### src/rtl/pc_pkg.sv
// Shared types and default constants for the fetch-stage PC generator.
package pc_pkg;

  localparam int unsigned PC_XLEN      = 32;
  localparam logic [31:0] PC_RESET_VEC = 32'h0000_0000;
  localparam logic [31:0] PC_EXC_VEC   = 32'h8000_0180;
  localparam int unsigned PC_INC       = 4;
  localparam int unsigned PC_RAS_DEPTH = 4;

  typedef enum logic [2:0] {
    SEL_RST,
    SEL_EXC,
    SEL_REDIR,
    SEL_HOLD,
    SEL_SEQ
  } pc_sel_e;

endpackage

### src/rtl/ras_stack.sv
// Circular return-address stack: push on calls, pop on returns, replace-top on
// simultaneous push+pop; oldest entry is silently overwritten on overflow.
module ras_stack #(
  parameter int unsigned XLEN      = 32,
  parameter int unsigned RAS_DEPTH = 4
) (
  input  logic            clk,
  input  logic            rst,
  input  logic            push,
  input  logic [XLEN-1:0] push_addr,
  input  logic            pop,
  input  logic            clear,
  output logic [XLEN-1:0] top,
  output logic            valid
);

  localparam int unsigned PW = $clog2(RAS_DEPTH);
  localparam int unsigned CW = PW + 1;

  logic [XLEN-1:0] r_mem [RAS_DEPTH];
  logic [PW-1:0]   r_wp;
  logic [CW-1:0]   r_cnt;

  logic [PW-1:0]   w_top_idx;
  logic            w_empty;
  logic            w_push_only;
  logic            w_replace;
  logic            w_pop_only;

  assign w_top_idx   = r_wp - PW'(1);
  assign w_empty     = (r_cnt == '0);
  // Push+pop on an empty stack degenerates to a plain push.
  assign w_push_only = !clear && push && (!pop || w_empty);
  assign w_replace   = !clear && push && pop && !w_empty;
  assign w_pop_only  = !clear && pop && !push && !w_empty;

  always_ff @(posedge clk) begin
    if (rst) begin
      r_wp  <= '0;
      r_cnt <= '0;
    end else if (clear) begin
      r_cnt <= '0;
    end else if (w_push_only) begin
      r_wp  <= r_wp + PW'(1);
      r_cnt <= (r_cnt == CW'(RAS_DEPTH)) ? r_cnt : r_cnt + CW'(1);
    end else if (w_pop_only) begin
      r_wp  <= r_wp - PW'(1);
      r_cnt <= r_cnt - CW'(1);
    end
  end

  // Entry storage carries no reset; stale contents are masked by valid.
  always_ff @(posedge clk) begin
    if (!rst) begin
      if (w_push_only) begin
        r_mem[r_wp] <= push_addr;
      end else if (w_replace) begin
        r_mem[w_top_idx] <= push_addr;
      end
    end
  end

  assign top   = r_mem[w_top_idx];
  assign valid = !w_empty;

endmodule

### src/rtl/pc_gen.sv
// Fetch-stage program counter: priority next-PC select (reset, exception,
// redirect, hold, sequential) plus the return-address stack.
module pc_gen
  import pc_pkg::*;
#(
  parameter int unsigned     XLEN      = PC_XLEN,
  parameter logic [XLEN-1:0] RESET_VEC = XLEN'(PC_RESET_VEC),
  parameter logic [XLEN-1:0] EXC_VEC   = XLEN'(PC_EXC_VEC),
  parameter int unsigned     INC       = PC_INC,
  parameter int unsigned     RAS_DEPTH = PC_RAS_DEPTH
) (
  input  logic            clk,
  input  logic            rst,
  input  logic            pc_write,
  input  logic            exc_valid,
  input  logic            redirect_valid,
  input  logic [XLEN-1:0] redirect_target,
  input  logic            ras_push,
  input  logic [XLEN-1:0] ras_push_addr,
  input  logic            ras_pop,
  output logic [XLEN-1:0] pc,
  output logic [XLEN-1:0] pc_next_seq,
  output logic            pc_misaligned,
  output logic [XLEN-1:0] ras_top,
  output logic            ras_valid
);

  logic [XLEN-1:0] r_pc;
  logic            r_misaligned;
  pc_sel_e         w_sel;

  // Fixed-priority next-PC encoder; exception and redirect override a stall.
  always_comb begin
    w_sel = SEL_SEQ;
    if (rst)                 w_sel = SEL_RST;
    else if (exc_valid)      w_sel = SEL_EXC;
    else if (redirect_valid) w_sel = SEL_REDIR;
    else if (!pc_write)      w_sel = SEL_HOLD;
  end

  always_ff @(posedge clk) begin
    case (w_sel)
      SEL_RST: begin
        r_pc         <= RESET_VEC;
        r_misaligned <= 1'b0;
      end
      SEL_EXC: begin
        r_pc         <= EXC_VEC;
        r_misaligned <= 1'b0;
      end
      SEL_REDIR: begin
        r_pc         <= {redirect_target[XLEN-1:2], 2'b00};
        r_misaligned <= |redirect_target[1:0];
      end
      SEL_SEQ: begin
        r_pc         <= r_pc + XLEN'(INC);
        r_misaligned <= 1'b0;
      end
      default: begin
        r_pc         <= r_pc;
        r_misaligned <= r_misaligned;
      end
    endcase
  end

  assign pc            = r_pc;
  assign pc_next_seq   = r_pc + XLEN'(INC);
  assign pc_misaligned = r_misaligned;

  ras_stack #(
    .XLEN      (XLEN),
    .RAS_DEPTH (RAS_DEPTH)
  ) u_ras (
    .clk       (clk),
    .rst       (rst),
    .push      (ras_push),
    .push_addr (ras_push_addr),
    .pop       (ras_pop),
    .clear     (exc_valid),
    .top       (ras_top),
    .valid     (ras_valid)
  );

endmodule
### config.mk
export PLATFORM = sky130hd
export DESIGN_NAME = pc_gen
export DESIGN_NICKNAME = d
export VERILOG_FILES = /design/src/rtl/pc_pkg.sv /design/src/rtl/ras_stack.sv /design/src/rtl/pc_gen.sv
export SDC_FILE = /design/constraint.sdc
export NUM_CORES = 1
export LEC_CHECK = 0
export ABC_AREA = 0
export CAP_MARGIN = 5
export CELL_PAD_IN_SITES_DETAIL_PLACEMENT = 0
export CELL_PAD_IN_SITES_GLOBAL_PLACEMENT = 1
export CORE_MARGIN = 5
export CORE_UTILIZATION = 45
export DETAILED_ROUTE_END_ITERATION = 7
export PLACE_DENSITY_LB_ADDON = 0.05
export SLEW_MARGIN = 20
export SYNTH_ARGS = -nofsm -noshare
export SYNTH_HDL_FRONTEND = slang
export SYNTH_HIERARCHICAL = 1
export SYNTH_SLANG_ARGS = --single-unit
### constraint.sdc
create_clock -name clk -period 9.75 [get_ports clk]
set_input_delay 1.95 -clock clk [delete_from_list [all_inputs] [get_ports clk]]
set_output_delay 1.95 -clock clk [all_outputs]
set_load 0.01 [all_outputs]
# Word-level counts from Yosys, hierarchy flattened
# Memory sizes are Yosys's and may differ from the RTL's.
# Index checks and enable logic that the tools add are counted.
[op_classes]
addsub = 5
eq_ne = 5
n_mux = 21
bitwise = 1
n_reduce_logical = 23
[op_table]
columns = ["cell", "n"]
rows = [
  ["32-bit case mux with 4 select lines", 1],
  ["32-bit by 3-bit adder with 32-bit output (second input constant)", 1],
  ["32-bit two-way mux", 1],
  ["32-bit OR reduction", 1],
  ["3-bit two-way mux", 7],
  ["1-bit two-way mux", 8],
  ["1-bit logical AND", 7],
  ["3-bit equality test (second input constant)", 2],
  ["3-bit logical NOT", 2],
  ["2-bit two-way mux", 3],
  ["1-bit logical NOT", 4],
  ["2-bit AND reduction", 2],
  ["2-bit nonzero test", 2],
  ["4-bit nonzero test", 1],
  ["2-bit OR reduction", 2],
  ["3-bit by 1-bit adder with 3-bit output (second input constant)", 1],
  ["3-bit by 1-bit equality test with 1-bit output (second input constant)", 1],
  ["3-bit by 2-bit equality test with 1-bit output (second input constant)", 1],
  ["3-bit OR reduction", 1],
  ["3-bit by 1-bit subtractor with 3-bit output (second input constant)", 1],
  ["2-bit by 1-bit adder with 2-bit output (second input constant)", 1],
  ["2-bit inequality test (second input constant)", 1],
  ["1-bit case mux with 2 select lines", 1],
  ["2-bit by 1-bit subtractor with 2-bit output (second input constant)", 1],
  ["other kinds (2)", 2],
]
[totals]
regBits = 38
mem_bits_rw = 128
input_bits = 71
elab_cells = 60
mem_count = 1
[memory_table]
columns = ["memory", "depth", "width", "rd", "rd_clocked_by_memory_dff", "write_ports", "line", "rtl"]
rows = [
  ["u_ras.r_mem", 4, 32, 1, 0, 1, "ras_stack.sv:20", "logic [XLEN-1:0] r_mem [RAS_DEPTH];"],
]

# Longest topological paths before layout
# Gate-level depths: netlist (run 1).
[logic_depth]
depth_word = 10
mapped_depth = 7
depth_no_buf = 6

# Cells and area by module
# Netlist (run 1), hierarchy kept.
[by_module_without_submodules]
columns = ["module", "n_inst", "cells_each", "area_each_um2", "seq_area_each_um2"]
rows = [
  ["ras_stack", 1, 219, 5022.3, 3943.8],
  ["pc_gen", 1, 164, 1931.9, 930.9],
]

# Worst setup path after synthesis (run 1)
# Ideal clock, no wire load.
[synth_path]
path_kind = "input port to flip-flop"
from = "input port exc_valid"
to = "memory u_ras.r_mem[0][0] (enable)"
setup_ps = 421
t_arrival_ps = 4142
required_ps = 9329
slack_ps = 5187
path_stages = 5
path_buffers = 1
path_cell_list = "clkbuf_1 -> nor2_1 -> nand2_1 -> or3b_1 -> nor2_1"
[synth_between]
elab_chain_cells = 10
word_cells_on_any_way = 15
cone_classes = "mux: 9; reduce/logical: 6"
[synth_rtl]
columns = ["element", "line", "rtl"]
rows = [
  ["from (decl)", "pc_gen.sv:15", "input logic exc_valid,"],
  ["1-bit logical NOT (*)", "ras_stack.sv:33, ras_stack.sv:34", ""],
  ["1-bit logical AND (*)", "ras_stack.sv:33, ras_stack.sv:34", ""],
  ["1-bit logical AND (2 in a row)", "ras_stack.sv:34", "assign w_replace = !clear && push && pop && !w_empty;"],
  ["1-bit two-way mux", "ras_stack.sv:57", "end else if (w_replace) begin"],
  ["1-bit two-way mux", "ras_stack.sv:55", "if (w_push_only) begin"],
  ["1-bit two-way mux", "ras_stack.sv:54", "if (!rst) begin"],
  ["1-bit two-way mux (not written as such)", "ras_stack.sv:58", "r_mem[w_top_idx] <= push_addr;"],
  ["32-bit OR reduction (no line)", "--", ""],
  ["2-bit two-way mux (no line) / 1-bit two-way mux (equally long branches)", "--", ""],
  ["to (decl)", "ras_stack.sv:20", ""],
]
# Mark *: on every way between the ends. The rest lies on a longest branch, timed or not.

# Final worst setup path (run 1)
[layout_path]
from = "register r_pc[2] (netlist: pc[2])"
to = "output port pc_next_seq[22]"
[layout_between]
elab_chain_cells = 1
[layout_rtl]
columns = ["element", "line", "rtl"]
rows = [
  ["from (decl)", "pc_gen.sv:28", "logic [XLEN-1:0] r_pc;"],
  ["from (signal assigned)", "pc_gen.sv:52", "r_pc <= {redirect_target[XLEN-1:2], 2'b00};"],
  ["from (signal assigned)", "pc_gen.sv:56", "r_pc <= r_pc + XLEN'(INC);"],
  ["from (signal assigned)", "pc_gen.sv:60", "r_pc <= r_pc;"],
  ["32-bit by 3-bit adder with 32-bit output", "pc_gen.sv:67", "assign pc_next_seq = r_pc + XLEN'(INC);"],
  ["to (decl)", "pc_gen.sv:22", "output logic [XLEN-1:0] pc_next_seq,"],
]
# No other way between the ends.

==> flow_metrics.env, run 1 <==
export IMPL_dr_pass1_iters=4
export IMPL_worst_setup_path_start_kind="flop"
export IMPL_ys_ff_latch=164
export IMPL_p_leak_uw=0.00315
export IMPL_regArea_um2=4880
export IMPL_routed_wl_um=15000
export IMPL_synthFlopType="edfxtp_1"
export IMPL_finalMaxSlewViolations=0
export IMPL_wl_met1_um=6470
export IMPL_postRouteAntennaNets=0
export IMPL_diodes=0
export IMPL_track_usage_pct=17.1
export IMPL_die_width_um=134
export IMPL_multi_input_area_um2=2020
export IMPL_async_flop_share_pct=0
export IMPL_worstSkewPairLatency_ns=0.42
export IMPL_first_global_vias=4414
export IMPL_wl_met3_um=1100
export IMPL_finalCritPeriodShare_pct=48.6
export IMPL_final_util_pct=61.9
export IMPL_num_vias=4043
export IMPL_skew_ns=0.0119
export IMPL_initial_core_util_pct=45.7
export IMPL_rsz0062_at_grt="false"
export IMPL_setup_viol=0
export IMPL_area_growth_syn_to_layout_pct=35.3
export IMPL_core_area_um2=15200
export IMPL_topRoutingLayerUsed="met4"
export IMPL_tightest_slew_ns=1.03
export IMPL_peakVddDrop_mv=0.114
export IMPL_critical_path_class="flop to output port"
export IMPL_crit_path_end_kind="output port"
export IMPL_ys_seq_area_share_pct=70.1
export IMPL_worst_hold_path_type="flop to flop"
export IMPL_dp_slack_ns=4.87
export IMPL_wl_met2_um=7230
export IMPL_synth_edf_count=159
export IMPL_portBuffers=164
export IMPL_relSlewSlack_pct=31.4
export IMPL_clock_sinks=164
export IMPL_period_needed_ns=4.74
export IMPL_cts_root_buffer="clkbuf_16"
export IMPL_required_ns=7.80
export IMPL_hold_buffers=0
export IMPL_finalSetupTns_ns=0
export IMPL_finalWorstSetupSlack_ns=5.01
export IMPL_clock_path_buffers=2
export IMPL_fillerInstances=1159
export IMPL_wl_per_cell_um=19.9
export IMPL_synth_area_um2=6950
export IMPL_yosys_warnings=6
export IMPL_gp_congestion=0.757
export IMPL_cts_made_buffers=17
export IMPL_avgSynthCellArea_um2=18.2
export IMPL_status="complete, no violations"
export IMPL_maxCapViolCount=0
export IMPL_avgViaCountPerCell=5.35
export IMPL_row_count=45
export IMPL_grt_max_degree=39
export IMPL_die_h_um=134
export IMPL_ys_types=47
export IMPL_max_freq_mhz=211
export IMPL_grt_overflow_total=0
export IMPL_crit_fanout=6
export IMPL_io_pins=169
export IMPL_first_iter_violations=245
export IMPL_finalHoldViolCount=0
export IMPL_cts_resized=0
export IMPL_remaining_drc_errors=0
export IMPL_grt_first_pass_wirelength_um=23700
export IMPL_cts_tree="yes"
export IMPL_die_area_um2=18000
export IMPL_antenna_found_initial=0
export IMPL_synthCells=383
export IMPL_cts_reportedPaths_clkPinSlew_ns=0.06
export IMPL_layout_drive_gt1_share_pct=15.7
export IMPL_post_dp_hpwl_um=10100
export IMPL_fin_nets=628
export IMPL_worstPathArrival_ns=2.79
export IMPL_cts_setup_buffers=0
export IMPL_powerDensity_nw_per_um2=173
export IMPL_cts_max_level=4
==> worst max-delay path, cell delays in order (launching register included) <==
cell and delay, ns:
edfxtp_1 0.48, ha_1 0.28, nand3_4 0.14, nor4_4 0.43, nand2_1 0.12, xnor2_1 0.31
clkdlybuf4s50_1 0.61
==> where the power goes <==
| part | internal [uW] | leakage, uW | switching (uW) |
|---|---|---|---|
| combinational | 98.3 | 0.00131 | 69.5 |
| clock | 380 | 0.000270 | 272 |
| sequential | 791 | 0.00156 | 17.4 |
| total | 1270 | 0.00315 | 359 |
==> stage by stage <==
stage          instance area [um^2]  total power [uW]  hold slack (ns)  cells
2_1_floorplan                  6970               891            0.511    386
4_1_cts                        9410              1650            0.483    755
3_3_place_gp                   8820               993            0.464    724
5_1_grt                        9410              1690            0.515    755
3_5_place_dp                   8820               994            0.474    724
6_report                       9410              1630            0.482    755
==> registers in the layout, indices dropped and copies added, names as in the netlist <==
signal and flops:
u_ras/r_cnt 3, pc_misaligned 1, u_ras/r_mem 128, pc 30
u_ras/r_wp 2
==> cell type report <==
class	count	area share, %
Clock buffer	18	4.56
Clock inverter	13	1.64
Inverter	3	0.120
Multi-Input combinational cell	200	21.5
Sequential cell	164	51.8
Tap cell	188	2.50
Timing Repair Buffer	169	17.9
==> layer usage <==
metal	global-route usage, %	vias up
met5	0	-
met4	5.03	0
met2	27.5	126
li1	-	1890
met3	7.05	14
met1	21.6	2013
==> logic make-up after synthesis <==
logic type	share of synthesized area (%)
multiplexers	10.8
AND/OR/NAND/NOR	7.70
buffers and inverters	1.57
other	0.0539
adder cells (fa/ha/maj)	0.468
AO/OA/AOI/OAI	5.29
flip-flops	70.1
XOR/XNOR	4.01
==> cells in the final DEF (no fill, tap or decap), types with 6 or more instances in the layout <==
| cell type | Yosys | layout |
|---|---|---|
| a22o_1 | 26 | 26 |
| clkbuf_16 | 0 | 17 |
| clkdlybuf4s50_1 | 0 | 164 |
| edfxtp_1 | 159 | 159 |
| mux4_2 | 32 | 32 |
| nand2_1 | 18 | 18 |
| nand3_1 | 12 | 12 |
| nand4_1 | 7 | 7 |
| nor2_1 | 16 | 14 |
| nor3_1 | 6 | 6 |
| xnor2_1 | 18 | 18 |
| xor2_1 | 12 | 12 |
==> path summary, 6_finish.rpt <==
path,to,startpoint,slack [ns],depth (start not counted)
worst max-delay path,pc_next_seq[22],pc[2],5.01,6
worst min-delay path,u_ras/r_wp[0],u_ras/r_wp[0],0.48,2
worst max register to register,u_ras/r_mem[0][22],u_ras/r_wp[0],7.01,4
worst min register to register,u_ras/r_wp[0],u_ras/r_wp[0],0.48,2
==> Yosys cell counts, types with 2 or more instances <==
library cell,n,area (um^2)
mux2i_1,2,20.0
o2bb2ai_1,2,17.5
nand4_4,2,42.5
nand2b_1,3,18.8
nand2_1,18,67.6
buf_2,6,30.0
nor4_1,2,12.5
xor2_1,12,105
nor2_1,16,60.1
nand3_1,12,60.1
inv_1,3,11.3
a22o_1,26,228
and3_1,3,18.8
clkbuf_1,7,26.3
dfxtp_1,5,100
nor2b_1,2,12.5
nor3_2,2,20.0
buf_4,5,37.5
a21oi_1,7,35.0
or3_2,2,15.0
nand4_1,7,43.8
mux4_2,32,721
xnor2_1,18,158
nor3_1,6,30.0
nor4_4,2,42.5
or3_1,2,12.5
edfxtp_1,159,4770
Note: power is estimated with default switching activity, not from simulation.
==> run 2: changes to the inputs <==
--- a/config.mk
+++ b/config.mk
@@ -10,7 +10,7 @@
 export CELL_PAD_IN_SITES_DETAIL_PLACEMENT = 0
 export CELL_PAD_IN_SITES_GLOBAL_PLACEMENT = 1
 export CORE_MARGIN = 5
-export CORE_UTILIZATION = 45
+export CORE_UTILIZATION = 37
 export DETAILED_ROUTE_END_ITERATION = 7
 export PLACE_DENSITY_LB_ADDON = 0.05
 export SLEW_MARGIN = 20
==> constraint.sdc (replaced) <==
create_clock -name clk -period 3.9 [get_ports clk]
set_input_delay 0.78 -clock clk [delete_from_list [all_inputs] [get_ports clk]]
set_output_delay 0.78 -clock clk [all_outputs]
set_load 0.01 [all_outputs]
==> run 2 against run 1 <==
  * Critical endpoint is now pc_next_seq[18]
  * Count of clock-buffer cells in the layout down 1
  * Sequential share of layout area fell by 0.89 points
  * Largest cell class unchanged
  * Sequential power rose to 2.5 times the previous value
  * Final cell count rose by 7.4%
  * Largest power group unchanged
  * Hold slack better by 0.086 ns
  * Register-to-register slack got worse by 5.7 ns
  * Non-clock buffer count grew 9
==> flow_metrics.env, run 2 (synthesis gave the netlist of run 1 again) <==
export IMPL_status="complete, no violations"
export IMPL_cts_made_buffers=17
export IMPL_remaining_drc_errors=0
export IMPL_placed_cell_area_um2=8980
export IMPL_period_needed_ns=3.52
export IMPL_required_ns=3.12
export IMPL_hold_buffers=0
export IMPL_max_freq_mhz=284
export IMPL_worst_hold_path_type="flop to flop"
export IMPL_avgViaCountPerCell=5.05
export IMPL_final_instance_count_excl_fill=811
export IMPL_cts_root_buffer="clkbuf_16"
export IMPL_cts_tree="yes"
export IMPL_grt_first_pass_wirelength_um=25900
export IMPL_gp_congestion=0.763
export IMPL_tightest_slew_ns=0.861
export IMPL_largest_reg_flops=128
export IMPL_finalSetupTns_ns=0
export IMPL_setup_viol=0
export IMPL_routed_wl_um=16500
export IMPL_first_global_vias=4507
export IMPL_final_common_cell="clkdlybuf4s50_1"
export IMPL_row_count=50
export IMPL_topRoutingLayerUsed="met4"
export IMPL_antenna_found_initial=0
export IMPL_reg2reg_depth=5
export IMPL_hold_slack_ns=0.568
export IMPL_crit_fanout=6
export IMPL_fin_nets=637
export IMPL_r2r_setup_slack_ns=1.35
export IMPL_diodes=0
export IMPL_p_sw_uw=994
export IMPL_die_width_um=147
export IMPL_finalMaxSlewViolations=0
export IMPL_wl_met3_um=1090
export IMPL_area_growth_syn_to_layout_pct=37.6
export IMPL_num_vias=4096
export IMPL_io_pins=169
export IMPL_r2r_end="u_ras/r_mem[2][21]"
export IMPL_portBuffers=164
export IMPL_grt_max_degree=33
export IMPL_postRouteAntennaNets=0
export IMPL_final_cell_area_um2=9570
export IMPL_die_area_um2=21600
export IMPL_rsz0062_at_grt="false"
export IMPL_initial_core_util_pct=37.4
export IMPL_clockPowerShare_pct=39.9
export IMPL_p_leak_uw=0.00322
export IMPL_cts_setup_buffers=0
export IMPL_skew_ns=0.0101
export IMPL_worstSkewPairLatency_ns=0.43
export IMPL_netSwitchingFraction_pct=24.3
export IMPL_crit_path_end_kind="output port"
export IMPL_finalWorstSetupSlack_ns=0.377
export IMPL_crit_start="pc[2]"
export IMPL_post_place_cells=779
export IMPL_finalCritPeriodShare_pct=90.3
export IMPL_wl_met2_um=8050
export IMPL_top_register="u_ras/r_mem"
export IMPL_relSlewSlack_pct=42.6
export IMPL_seqPwrFrac_pct=49.7
export IMPL_worst_setup_path_start_kind="flop"
export IMPL_dr_pass1_iters=4
export IMPL_finalHoldViolCount=0
export IMPL_layout_drive_gt1_share_pct=17.3
export IMPL_wl_met1_um=7080
export IMPL_r2r_start="u_ras/r_wp[0]"
export IMPL_worstPathArrival_ns=2.74
export IMPL_die_h_um=147
export IMPL_clock_sinks=164
export IMPL_layout_common_cells="164 x clkdlybuf4s50_1, 159 x edfxtp_1, 32 x mux4_2"
export IMPL_dp_slack_ns=0.826
export IMPL_maxCapViolCount=0
export IMPL_crit_end="pc_next_seq[18]"
export IMPL_clock_path_buffers=2
export IMPL_peakVddDrop_mv=0.351
export IMPL_grt_overflow_total=0
export IMPL_wl_per_cell_um=20.3
export IMPL_core_area_um2=18600
export IMPL_p_int_uw=3090
export IMPL_track_usage_pct=15.7
export IMPL_post_dp_hpwl_um=11500
export IMPL_combPwrFrac_pct=10.4
export IMPL_cts_reportedPaths_clkPinSlew_ns=0.07
export IMPL_cts_max_level=4
export IMPL_cts_resized=0
export IMPL_critical_path_class="flop to output port"
export IMPL_first_iter_violations=181
export IMPL_powerDensity_nw_per_um2=427
## run 2: changes by cell type in the layout (fill, tap and decap cells not counted), moves of 2 or more
cell / delta
buf_4: +6
clkinvlp_4: -4
buf_12: +3
inv_6: +3
inv_8: +3
bufinv_16: -2
clkinv_8: +2
## run 2: per-layer routing
metal	vias to the layer above	track usage, %
li1	1913	-
met1	2046	20.0
met2	121	25.1
met3	16	5.52
met4	0	5.22
met5	-	0
## run 2: critical path, stage by stage (launching register included)
cell,delay (ns)
edfxtp_1,0.46
ha_1,0.27
nand3_4,0.14
nor4_4,0.45
nand2_1,0.12
xnor2_1,0.27
clkdlybuf4s50_1,0.60
## run 2: worst min path at each step
| stage | startpoint | end | depth (start not counted) |
|---|---|---|---|
| after detailed placement | u_ras/r_cnt[2] | u_ras/r_cnt[2] | 2 |
| after global placement | u_ras/r_cnt[2] | u_ras/r_cnt[2] | 2 |
| after floorplan | u_ras/r_cnt[2] | u_ras/r_cnt[2] | 2 |
| after CTS | u_ras/r_cnt[2] | u_ras/r_cnt[2] | 2 |
| after global routing | u_ras/r_cnt[2] | u_ras/r_cnt[2] | 2 |
| final | u_ras/r_cnt[2] | u_ras/r_cnt[2] | 2 |
## run 2: power groups by stage
stage,Sequential [uW],Clock (uW),Combinational [uW]
after floorplan,2050,0,174
after global placement,2070,0,432
after detailed placement,2070,0,433
after CTS,2030,1680,435
after global routing,2040,1750,457
final,2030,1630,427
## run 2: cell type report
cell class | instances | area (um^2)
Clock buffer | 17 | 425
Clock inverter | 15 | 161
Fill cell | 1540 | 9010
Inverter | 3 | 11.3
Multi-Input combinational cell | 200 | 2020
Sequential cell | 164 | 4880
Tap cell | 234 | 293
Timing Repair Buffer | 178 | 1780
## run 2: metrics by stage
| stage | total power [uW] | utilization, % |
|---|---|---|
| 3_3_place_gp | 2500 | 48.4 |
| 4_1_cts | 4140 | 51.5 |
| 2_1_floorplan | 2230 | - |
| 3_5_place_dp | 2500 | 48.4 |
| 6_report | 4090 | 51.5 |
| 5_1_grt | 4250 | 51.5 |
